<file path="src/rtl/cu_pkg.sv">
// Shared control-unit definitions for the Beta-style core.
//   irq_state_t : interrupt controller FSM states (IDLE / REQ / SERVICE)
//   PCSEL_IRQ   : PCSEL value selecting the interrupt trap vector
//   NSRC_MAX    : largest supported number of interrupt sources
package cu_pkg;

    typedef enum logic [1:0] {
        IDLE    = 2'b00,
        REQ     = 2'b01,
        SERVICE = 2'b10
    } irq_state_t;

    localparam logic [2:0] PCSEL_IRQ = 3'b100;
    localparam int         NSRC_MAX  = 32;

endpackage

</file>
<file path="src/rtl/prio_enc.sv">
// Fixed-priority encoder: reports whether any bit of vec is set and the
// index of the lowest set bit (lowest index has highest priority).
//   vec   in  W   request vector
//   valid out 1   at least one bit of vec is set
//   idx   out IW  index of the lowest set bit (0 when valid is low)
module prio_enc #(
    parameter int W  = 8,
    parameter int IW = (W > 1) ? $clog2(W) : 1
) (
    input  logic [W-1:0]  vec,
    output logic          valid,
    output logic [IW-1:0] idx
);

    always_comb begin
        valid = |vec;
        idx   = '0;
        // Scan downwards so the lowest set bit is the last one written.
        for (int i = W - 1; i >= 0; i--) begin
            if (vec[i]) begin
                idx = IW'(i);
            end
        end
    end

endmodule

</file>
<file path="src/rtl/irq_ctrl.sv">
// Interrupt controller feeding the control unit's IRQ input.
// Captures rising edges of SRC into PENDING, arbitrates the masked pending
// set (lowest index wins) while the CPU is in user mode, holds IRQ until
// the CU acknowledges the trap, then tracks the in-service source until
// the handler returns to user mode.
//   CLK        in   core clock
//   RESET_N    in   asynchronous active-low reset
//   SRC        in   NSRC synchronous interrupt source levels
//   MASK_WE    in   mask write strobe
//   MASK_WD    in   NSRC new mask value (1 = enabled)
//   SUPERVISOR in   PC[31] of the current instruction
//   IRQ_ACK    in   CU took the IRQ trap this cycle
//   IRQ        out  registered interrupt request
//   IRQ_ID     out  IDW index of requested / in-service source
//   PENDING    out  NSRC pending register
//   MASK       out  NSRC current mask
//   BUSY       out  high in REQ and SERVICE
//   STATE      out  FSM state, for observation
//
// Handshake: IRQ is asserted from a register and stays high until the
// cycle after IRQ_ACK is seen high in REQ; IRQ_ACK in any other state is
// ignored. IRQ_ID is stable from the first IRQ cycle through SERVICE.
module irq_ctrl
    import cu_pkg::*;
#(
    parameter int NSRC = 8,     // legal range 2..NSRC_MAX
    parameter int IDW  = $clog2(NSRC)
) (
    input  logic             CLK,
    input  logic             RESET_N,
    input  logic [NSRC-1:0]  SRC,
    input  logic             MASK_WE,
    input  logic [NSRC-1:0]  MASK_WD,
    input  logic             SUPERVISOR,
    input  logic             IRQ_ACK,
    output logic             IRQ,
    output logic [IDW-1:0]   IRQ_ID,
    output logic [NSRC-1:0]  PENDING,
    output logic [NSRC-1:0]  MASK,
    output logic             BUSY,
    output irq_state_t       STATE
);

    irq_state_t      state_q, state_d;
    logic [IDW-1:0]  id_q, id_d;
    logic [NSRC-1:0] src_q;
    logic [NSRC-1:0] pending_q;
    logic [NSRC-1:0] mask_q;
    logic            armed_q;
    logic            sup_q;

    logic [NSRC-1:0] rise;
    logic [NSRC-1:0] clr;
    logic [NSRC-1:0] eligible;
    logic            win_valid;
    logic [IDW-1:0]  win_idx;
    logic            ack_take;

    // src_q resets to 0, so a source held high through reset would look
    // like a fresh edge. armed_q suppresses capture for the first cycle
    // after reset while src_q picks up the real source levels.
    assign rise     = armed_q ? (SRC & ~src_q) : '0;
    assign ack_take = (state_q == REQ) && IRQ_ACK;
    assign clr      = ack_take ? (NSRC'(1) << id_q) : '0;
    assign eligible = pending_q & mask_q;

    prio_enc #(
        .W  (NSRC),
        .IW (IDW)
    ) u_prio_enc (
        .vec   (eligible),
        .valid (win_valid),
        .idx   (win_idx)
    );

    always_comb begin
        state_d = state_q;
        id_d    = id_q;
        case (state_q)
            IDLE: begin
                if (win_valid && !SUPERVISOR) begin
                    state_d = REQ;
                    id_d    = win_idx;
                end
            end
            REQ: begin
                // id_q stays frozen here regardless of mask/pending changes.
                if (IRQ_ACK) begin
                    state_d = SERVICE;
                end
            end
            SERVICE: begin
                // Handler return is a 1 -> 0 transition of SUPERVISOR.
                if (sup_q && !SUPERVISOR) begin
                    state_d = IDLE;
                end
            end
            default: begin
                state_d = IDLE;
            end
        endcase
    end

    always_ff @(posedge CLK or negedge RESET_N) begin
        if (!RESET_N) begin
            state_q   <= IDLE;
            id_q      <= '0;
            src_q     <= '0;
            pending_q <= '0;
            mask_q    <= '0;
            armed_q   <= 1'b0;
            sup_q     <= 1'b0;
        end else begin
            state_q   <= state_d;
            id_q      <= id_d;
            src_q     <= SRC;
            armed_q   <= 1'b1;
            sup_q     <= SUPERVISOR;
            // A new edge on the bit being acknowledged keeps it pending.
            pending_q <= (pending_q & ~clr) | rise;
            if (MASK_WE) begin
                mask_q <= MASK_WD;
            end
        end
    end

    assign IRQ     = (state_q == REQ);
    assign BUSY    = (state_q != IDLE);
    assign IRQ_ID  = id_q;
    assign PENDING = pending_q;
    assign MASK    = mask_q;
    assign STATE   = state_q;

endmodule

</file>
<file path="config.mk">
export PLATFORM = sky130hd
export DESIGN_NAME = irq_ctrl
export DESIGN_NICKNAME = d
export VERILOG_FILES = /design/src/rtl/cu_pkg.sv /design/src/rtl/prio_enc.sv /design/src/rtl/irq_ctrl.sv
export SDC_FILE = /design/constraint.sdc
export NUM_CORES = 1
export LEC_CHECK = 0
export ABC_CLOCK_PERIOD_IN_PS = 1500
export BUFFER_PORTS_ARGS = -buffer_cell sky130_fd_sc_hd__buf_2
export CORE_UTILIZATION = 48
export CTS_CLUSTER_DIAMETER = 30
export CTS_CLUSTER_SIZE = 14
export DETAILED_ROUTE_END_ITERATION = 10
export PLACE_DENSITY_LB_ADDON = 0.2
export SYNTH_ARGS = -nofsm -noshare
export SYNTH_HDL_FRONTEND = slang
export SYNTH_SLANG_ARGS = --single-unit
</file>
<file path="constraint.sdc">
create_clock -name CLK -period 1.5 [get_ports CLK]
set_input_delay 0.15 -clock CLK [delete_from_list [all_inputs] [get_ports CLK]]
set_output_delay 0.15 -clock CLK [all_outputs]
set_load 0.02 [all_outputs]
</file>
==> impl_metrics.toml <==
[floorplan]
core_um2 = 2450
io_pins = 44
die_x_um = 52.9
die_h_um = 52.9
dieArea_um2 = 2800
floorplan.initialDensity_pct = 50.7
num_rows = 18

[clock_network]
cts-root-buf = "clkbuf_4"
cts_resized = 0
holdBufCountCts = 10
clock_sinks = 31
insertion_delay_ps = 330
clkSlewWorstSetupHoldPaths_ps = 100
cts_buffers = 5
cts_tree = "yes"
clk_path_buf_depth = 2
postCtsSetupRepairBufs = 0
htree_levels = 2

[route]
firstDrtPassIters = 4
drc = 0
drt_iter0_markers = 14
via_count = 1014
ant_nets = 0
wl_per_cell_um = 13.9
vias_per_cell = 5.28
routed_wl_um = 2670

[power]
p_seq_share_pct = 46.4
pwr-share-comb_pct = 35.0
switching_share_pct = 39.6
p_int_mw = 1.59
power.density_nw_per_um2 = 1600
worst_ir_drop_vdd_uv = 1080
power.switching_mw = 1.04
clkPwrFrac_pct = 18.6
leakagePower_nw = 0.747
total_power_mw = 2.63

[sta]
finClkSkew_ps = 9.24
setup_violations = 0
whs_ps = 37.6
setup_slack_ps = 133
slew_headroom_pct = 55.6
fin_crit_sh_pct = 91.2
slew_violations = 0
period_needed_ps = 1370
max_freq_mhz = 731
tightest_slew_ps = 666
hold_viol_final = 0
rsz0062_at_grt = "false"
tns_ps = 0

[critical_path]
crit_fanout = 5
path_class = "reg2out"
slowest_delay_ps = 440
cp_cell_sequence = "or2_4, buf_2"
cp.arrival_ps = 1220
cp-start-kind = "register"
cp.required_ps = 1350
crit_slowest_cell = "dfrtp_1"
crit_path_end_kind = "output pin"

[global_route]
grt_overflow = 0
grtUsageTotal_pct = 22.6
grt_pass1_wl_um = 4190
antenna_found_initial = 0
grt_pass1_vias = 960
grt_max_degree = 32

[finish]
antenna_cells = 0
layout.cells.non_filler = 192
final_util_pct = 66.9
design_area_um2 = 1640
layout.nets = 183
layout_common_cells = "buf_2, dfrtp_1, nand2_1, o21ai_0, dlygate4sd3_1"
drive_above_1_share_pct = 38.9
final_common_cell = "buf_2"
area_growth_syn_to_layout_pct = 32.1

[synth]
avgSynthCellArea_um2 = 12.0
synth_fp_nets = 125
synth_cells = 104
synth-seq-area-share_pct = 62.4
yosysWarnings = 0
syn_area_um2 = 1240
synth_seq_cells = 31
synth.distinct_cells = 22

[placed_design]
hpwl_um = 1940
pre_cts_ws_ps = 287
gp_congestion = 0.861
dp.cells = 175
numPortBuffers = 43
place_area_um2 = 1490

[flow_run]
maxCapViolations = 0

[hold_path]
hold_path.class = "in2reg"

[status]
status = "finished clean"
==> per-layer routing <==
metal	routed length (um)	GRT usage, %
met5	0	0
met4	66	11.8
met3	212	9.20
met2	1320	36.7
met1	1070	25.2
==> cell usage after synthesis (all sizes together) <==
cell	instances	area share, %
buf	1	0.40
a22oi	4	2.8
nor2	1	0.91
dfrtp	31	62
or2	2	1.4
clkbuf	1	0.40
inv	3	0.91
nand2b	3	1.5
a31oi	1	0.50
o31ai	2	1.6
nand3	2	0.80
nand4	1	0.50
conb	1	0.30
a21oi	4	1.6
o21ai	11	4.4
nand3b	8	4.8
a32o	2	1.6
o2bb2ai	1	0.70
mux2	8	7.2
nand2	17	5.1
==> critical path, delay by kind of cell (launching register included) <==
kind	cells	cell delay, ps
flops	1	440
simple gates	1	290
buf+inv	1	160
==> state kept, by name (all words and copies together) (netlist names) <==
signal and count:
IRQ_ID 3, MASK 8, PENDING 8, STATE 2, armed_q 1, src_q 8, sup_q 1
==> final timing paths <==
path	from	end	slack (ps)	cells after the start
setup reg to reg	STATE[1]	PENDING[4]	270	5
min in group asynchronous	RESET_N	MASK[0]	380	2
hold reg to reg	src_q[6]	PENDING[6]	440	1
setup / recovery	STATE[0]	BUSY	130	2
max in group asynchronous	RESET_N	src_q[6]	690	2
hold / removal	MASK_WD[7]	MASK[7]	40	2
==> layout make-up <==
class	count	area [um2]
well taps	30	37.5
clock buffers	6	51.3
multi-input cells	68	447
fillers	198	812
clock inverters	1	5.00
inverters	3	11.3
repair buffers	53	315
flip-flops and latches	31	776
==> logic make-up after synthesis <==
kind of cell | count (synthesis) | share of synthesized area [%]
and+or+nand+nor | 34 | 15.1
DFF | 31 | 62.4
AOI/OAI and AO/OA | 25 | 13.3
muxes | 8 | 7.24
buffers and inverters | 5 | 1.71
other | 1 | 0.302
==> power groups by stage <==
stage                     clock, mW  sequential, mW  combinational (mW)
after floorplan                   0            1.39               0.397
after global placement            0            1.23               0.888
after detailed placement          0            1.23               0.912
after CTS                     0.501            1.22               0.932
after global routing          0.541            1.25                1.01
final                         0.489            1.22               0.921
(Power assumes the default switching activity.)
